[config.mk]
export PLATFORM = sky130hd
export DESIGN_NAME = multiplier
export DESIGN_NICKNAME = d
export VERILOG_FILES = /design/src/rtl/multiplier_pkg.sv /design/src/rtl/multiplier_datapath.sv /design/src/rtl/multiplier.sv
export SDC_FILE = /design/constraint.sdc
export NUM_CORES = 1
export LEC_CHECK = 0
export BUFFER_PORTS_ARGS = -buffer_cell sky130_fd_sc_hd__buf_2
export CAP_MARGIN = 0
export CELL_PAD_IN_SITES_DETAIL_PLACEMENT = 1
export CELL_PAD_IN_SITES_GLOBAL_PLACEMENT = 1
export CORE_ASPECT_RATIO = 1.75
export CORE_MARGIN = 2
export CORE_UTILIZATION = 40
export DETAILED_ROUTE_END_ITERATION = 16
export PLACE_DENSITY = 0.8
export SLEW_MARGIN = 20
export SYNTH_ARGS = -nofsm -noshare
export SYNTH_HDL_FRONTEND = slang
export SYNTH_SLANG_ARGS = --single-unit
export TNS_END_PERCENT = 10
[constraint.sdc]
create_clock -name clk -period 2.3 [get_ports clk]
set_input_delay 0.23 -clock clk [delete_from_list [all_inputs] [get_ports clk]]
set_output_delay 0.23 -clock clk [all_outputs]
set_load 0.05 [all_outputs]
[src/rtl/multiplier_pkg.sv]
// multiplier_pkg
//   Shared definitions for the shift-and-add multiplier: the default
//   operand width and the controller state encoding.
package multiplier_pkg;

  localparam int unsigned DEFAULT_WIDTH = 8;

  typedef enum logic [1:0] {
    ST_IDLE = 2'd0,
    ST_CALC = 2'd1,
    ST_DONE = 2'd2
  } state_e;

endpackage

[src/rtl/multiplier_datapath.sv]
// mult_datapath
//   Radix-2 shift-and-add datapath. It holds the zero-extended
//   multiplicand, the multiplier, the accumulator and the iteration
//   counter, and advances one partial product per step.
// Ports
//   clk      : rising-edge clock
//   rst_i    : synchronous active-high clear of all registers
//   load_i   : capture operands, clear accumulator and counter
//   step_i   : perform one iteration
//   a_i      : multiplicand (WIDTH bits, unsigned)
//   b_i      : multiplier   (WIDTH bits, unsigned)
//   acc_sum_o: accumulator plus the current partial product
//   last_o   : the iteration in progress is the final one
module mult_datapath
  import multiplier_pkg::*;
#(
  parameter int unsigned WIDTH = DEFAULT_WIDTH
) (
  input  logic               clk,
  input  logic               rst_i,
  input  logic               load_i,
  input  logic               step_i,
  input  logic [WIDTH-1:0]   a_i,
  input  logic [WIDTH-1:0]   b_i,
  output logic [2*WIDTH-1:0] acc_sum_o,
  output logic               last_o
);

  localparam int unsigned CW = $clog2(WIDTH + 1);

  logic [2*WIDTH-1:0] mcand_q, mcand_d;
  logic [WIDTH-1:0]   mplier_q, mplier_d;
  logic [2*WIDTH-1:0] acc_q, acc_d;
  logic [CW-1:0]      cnt_q, cnt_d;
  logic [2*WIDTH-1:0] addend;

  assign addend    = mplier_q[0] ? mcand_q : '0;
  // The product of two WIDTH-bit values fits in 2*WIDTH bits, so the
  // running sum can never carry out.
  assign acc_sum_o = acc_q + addend;
  assign last_o    = (cnt_q == CW'(WIDTH - 1));

  always_comb begin
    mcand_d  = mcand_q;
    mplier_d = mplier_q;
    acc_d    = acc_q;
    cnt_d    = cnt_q;
    if (load_i) begin
      mcand_d  = {{WIDTH{1'b0}}, a_i};
      mplier_d = b_i;
      acc_d    = '0;
      cnt_d    = '0;
    end else if (step_i) begin
      acc_d    = acc_sum_o;
      mcand_d  = mcand_q << 1;
      mplier_d = mplier_q >> 1;
      cnt_d    = cnt_q + CW'(1);
    end
  end

  always_ff @(posedge clk) begin
    if (rst_i) begin
      mcand_q  <= '0;
      mplier_q <= '0;
      acc_q    <= '0;
      cnt_q    <= '0;
    end else begin
      mcand_q  <= mcand_d;
      mplier_q <= mplier_d;
      acc_q    <= acc_d;
      cnt_q    <= cnt_d;
    end
  end

endmodule

[src/rtl/multiplier.sv]
// multiplier
//   Sequential unsigned multiplier, one partial product per clock.
//   A start sampled in IDLE loads the operands; WIDTH cycles later the
//   product is registered and done rises. done stays high until start
//   is released, so a held start never launches a second operation.
// Ports
//   clk     : rising-edge clock
//   reset_n : synchronous reset, ACTIVE HIGH despite the name
//   start   : operation request, level-sampled in IDLE
//   data1   : multiplicand (WIDTH bits, unsigned)
//   data2   : multiplier   (WIDTH bits, unsigned)
//   product : registered 2*WIDTH-bit result
//   done    : result valid, held while in DONE
//
// state   | meaning
// --------+-----------------------------------------------------
// IDLE    | waiting for start; operands captured when it is seen
// CALC    | one shift-and-add iteration per cycle, WIDTH cycles
// DONE    | product valid; waits for start to drop
module multiplier
  import multiplier_pkg::*;
#(
  parameter int unsigned WIDTH = DEFAULT_WIDTH
) (
  input  logic               clk,
  input  logic               reset_n,
  input  logic               start,
  input  logic [WIDTH-1:0]   data1,
  input  logic [WIDTH-1:0]   data2,
  output logic [2*WIDTH-1:0] product,
  output logic               done
);

  state_e             state_q, state_d;
  logic [2*WIDTH-1:0] product_q, product_d;
  logic               done_q, done_d;
  logic               load, step, last;
  logic [2*WIDTH-1:0] acc_sum;

  mult_datapath #(
    .WIDTH(WIDTH)
  ) u_datapath (
    .clk       (clk),
    .rst_i     (reset_n),
    .load_i    (load),
    .step_i    (step),
    .a_i       (data1),
    .b_i       (data2),
    .acc_sum_o (acc_sum),
    .last_o    (last)
  );

  always_comb begin
    state_d   = state_q;
    product_d = product_q;
    done_d    = done_q;
    load      = 1'b0;
    step      = 1'b0;
    unique case (state_q)
      ST_IDLE: begin
        done_d = 1'b0;
        if (start) begin
          load    = 1'b1;
          state_d = ST_CALC;
        end
      end
      ST_CALC: begin
        step = 1'b1;
        // The final iteration's sum goes straight into product so the
        // result lands on the same edge that finishes the last step.
        if (last) begin
          product_d = acc_sum;
          done_d    = 1'b1;
          state_d   = ST_DONE;
        end
      end
      ST_DONE: begin
        done_d = 1'b1;
        if (!start) begin
          done_d  = 1'b0;
          state_d = ST_IDLE;
        end
      end
      default: begin
        done_d  = 1'b0;
        state_d = ST_IDLE;
      end
    endcase
  end

  always_ff @(posedge clk) begin
    if (reset_n) begin
      state_q   <= ST_IDLE;
      product_q <= '0;
      done_q    <= 1'b0;
    end else begin
      state_q   <= state_d;
      product_q <= product_d;
      done_q    <= done_d;
    end
  end

  assign product = product_q;
  assign done    = done_q;

endmodule

==> results.toml <==
[clock_tree]
clkSinkCount = 63
cts_tree = "yes"
clock_latency_ns = 0.34
holdBufCountCts = 0
clkSlewWorstSetupHoldPaths_ns = 0.05
htree_levels = 3
cts_buffers = 9
cts_buffer_depth = 2
root_buffer = "clkbuf_16"

[grt]
grt_first_pass_wirelength_um = 17060
grt_max_degree = 64
grt_use_total_pct = 24.72
antenna_found_initial = 0
gr-total-overflow = 0
grt_pass1_vias = 3369

[setup_path]
r2r_cells = 9
crit_path_max_fanout = 6
required_ns = 2.52
endpoint_kind = "register"
cp_slowest_cell = "dfxtp_4"
crit_chain = "and2_4, ha_4, fa_2, a21o_1, a31o_1, and3_1, or3_4, nand3_1, a21oi_1"
endpoint = "product[14]"
r2r_slack_ns = 0.02
critPathLaunch = "u_datapath.mplier_q[0]"
r2r-end = "product[14]"
cp_top_family = "simple AND/OR/NAND/NOR gates"
arrival_ns = 2.50
worst-path-buf-inv = 0
cp.depth = 9
critPathMaxStageDelay_ns = 0.36
start_kind = "register"
critPathKind = "reg -> reg"
rr_startpoint = "u_datapath.mplier_q[0]"

[sta]
worst_pin_slew_ns = 0.7302
hold_viol_final = 0
period_needed_ns = 2.281
rsz0062_at_grt = "true"
fin_tns_setup_ns = 0
fin_crit_sh_pct = 99.16
slew_headroom_pct = 51.32
finClkSkew_ns = 0.007235
timing.fmax_ghz = 0.4385
slew_violations = 0
setup_viol_count_final = 0
hold_ws_ns = 0.1898

[logic_synthesis]
synth_area_leaders = "dfxtp_1, mux2i_1, ha_1, nor2_1, a21oi_1"
synth_edf_count = 0
syn_inst = 390
synthDistinctLibCells = 47
ys.flop_type = "dfxtp_1"
synth_warnings = 0
yosys.area.top_type_share_pct = 37.64
ys_seq_area_share_pct = 37.64
synth_seq_cells = 63
synth-async-reset-ratio_pct = 0
syn-mean-instance-area_um2 = 8.592
syn_area_mm2 = 0.003351
yosys.area.top_type = "dfxtp_1"
synth_nets = 430

[floorplanning]
core_mm2 = 0.008203
start_util_pct = 40.85
fp.dieH_um = 125.1
dieWidth_um = 73.19
num_rows = 44
die-area_mm2 = 0.009154
num_io_pins = 36

[min_path]
hold_path.class = "in -> reg"

[detailed_routing]
first_pass_iters = 4
ant_nets = 0
wl_per_cell_um = 20.41
drc_errors = 0
wl_um = 10920
vias_per_cell = 5.907
vias = 3160
drtIter0Drc = 87

[place]
place_area_mm2 = 0.003757
dp_cells = 518
routabilityCongestion = 0.8863
dp_hpwl_um = 7738
numPortBuffers = 35

[run]
cap_violations = 0

[cells_and_area]
fin_area_mm2 = 0.004317
multi_input_area_mm2 = 0.002225
synthToLayoutAreaGrowth_pct = 28.83
layout_commonest_cell = "dfxtp_1"
ff_latch_area_mm2 = 0.001265
most-common-layout-cells = "dfxtp_1, nor2_1, buf_2, mux2i_1, buf_4"
n_antenna_cell = 0
fill_cells = 971
layout.cells.non_filler = 535
nets = 481
drive_above_1_share_pct = 27.31

[power_and_ir_drop]
p_clk_share_pct = 44.7
p_switching_mw = 0.7865
p_leak_nw = 1.754
power.density_mw_per_mm2 = 698.4
p_sw_share_pct = 26.09
peakVddDrop_v = 0.0005795
combPwrFrac_pct = 15.7
seqPwrFrac_pct = 39.7
power.internal_mw = 2.228

[run_status]
outcome = "finished clean"
==> cell type report <==
class	instances	share of cell area [%]
timing repair buffer	65	9.507
multi-input combinational	298	51.54
tap	92	2.667
inverter	4	0.3478
sequential	63	29.30
clock inverter	1	0.6957
clock buffer	12	5.942
==> state kept, by name, summed over array words and instances (netlist names) <==
name and count:
done 1, u_datapath.cnt_q 4, state_q 2, u_datapath.mplier_q 8, u_datapath.acc_q 16, product 16
u_datapath.mcand_q 16
==> routing by layer <==
layer / GRT usage [%] / wire [µm]
met1: 22.58 / 3706
met2: 46.26 / 6205
met3: 4.674 / 246
met4: 16.78 / 762
met5: 0 / 0
==> kinds of logic after synthesis <==
| logic type | count (synthesis) | synth area share (%) |
|---|---|---|
| xor gates and xnor gates | 13 | 3.398 |
| AOI/OAI and AO/OA | 93 | 18.11 |
| adders and majority gates | 21 | 8.066 |
| muxes | 30 | 8.999 |
| DFF | 63 | 37.64 |
| and+or+nand+nor | 141 | 20.35 |
| buffers and inverters | 29 | 3.435 |
==> timing repair <==
action / CTS / global route
buffers inserted: 0 / 4
gates resized for setup: 2 / 44
setup endpoints to repair: 10 / 14
pin swaps: 2 / 21
==> worst register-to-register path, cell delays in order, from the launching register on <==
cell and delay, ns:
dfxtp_4 0.36, and2_4 0.15, ha_4 0.16, fa_2 0.35, a21o_1 0.23, a31o_1 0.26, and3_1 0.17, or3_4 0.33
nand3_1 0.09, a21oi_1 0.07
==> cells in the mapped netlist (all sizes together), types with 6 or more instances <==
cell type and count:
buf 9, nand3 13, a211oi 20, ha 20, xnor2 6, clkbuf 16
dfxtp 63, xor2 7, and2 17, a21oi 35, nor2 51, nand2 29
mux2i 29, o21ai 16
==> power by group through the flow <==
stage / clock, mW / sequential, mW / combinational [mW]
finish: 1.35 / 1.20 / 0.473
global placement: 0 / 1.21 / 0.412
floorplan: 0 / 1.19 / 0.308
global route: 1.41 / 1.20 / 0.512
CTS: 1.36 / 1.19 / 0.439
detailed placement: 0 / 1.21 / 0.429
==> how the worst min path moves through the flow <==
stage,start,endpoint,slack (ns),cells after the start
2_1_floorplan,start,u_datapath.mcand_q[0],0.39,2
3_3_place_gp,product[9],product[9],0.44,2
3_5_place_dp,product[12],product[12],0.45,2
4_1_cts,data1[1],u_datapath.mcand_q[1],0.18,3
5_1_grt,data2[5],u_datapath.mplier_q[5],0.19,3
6_report,data1[1],u_datapath.mcand_q[1],0.19,3
==> through the flow <==
stage | total power, mW | worst slack [ns] | util [%]
3_3_place_gp | 1.622 | 0.02724 | 45.81
5_1_grt | 3.121 | -0.1045 | 52.62
2_1_floorplan | 1.503 | 0.02328 | -
4_1_cts | 2.990 | -0.04042 | 49.37
6_report | 3.015 | 0.01938 | 52.62
3_5_place_dp | 1.644 | -0.06245 | 45.81
Power figures use the tool's default switching activity.
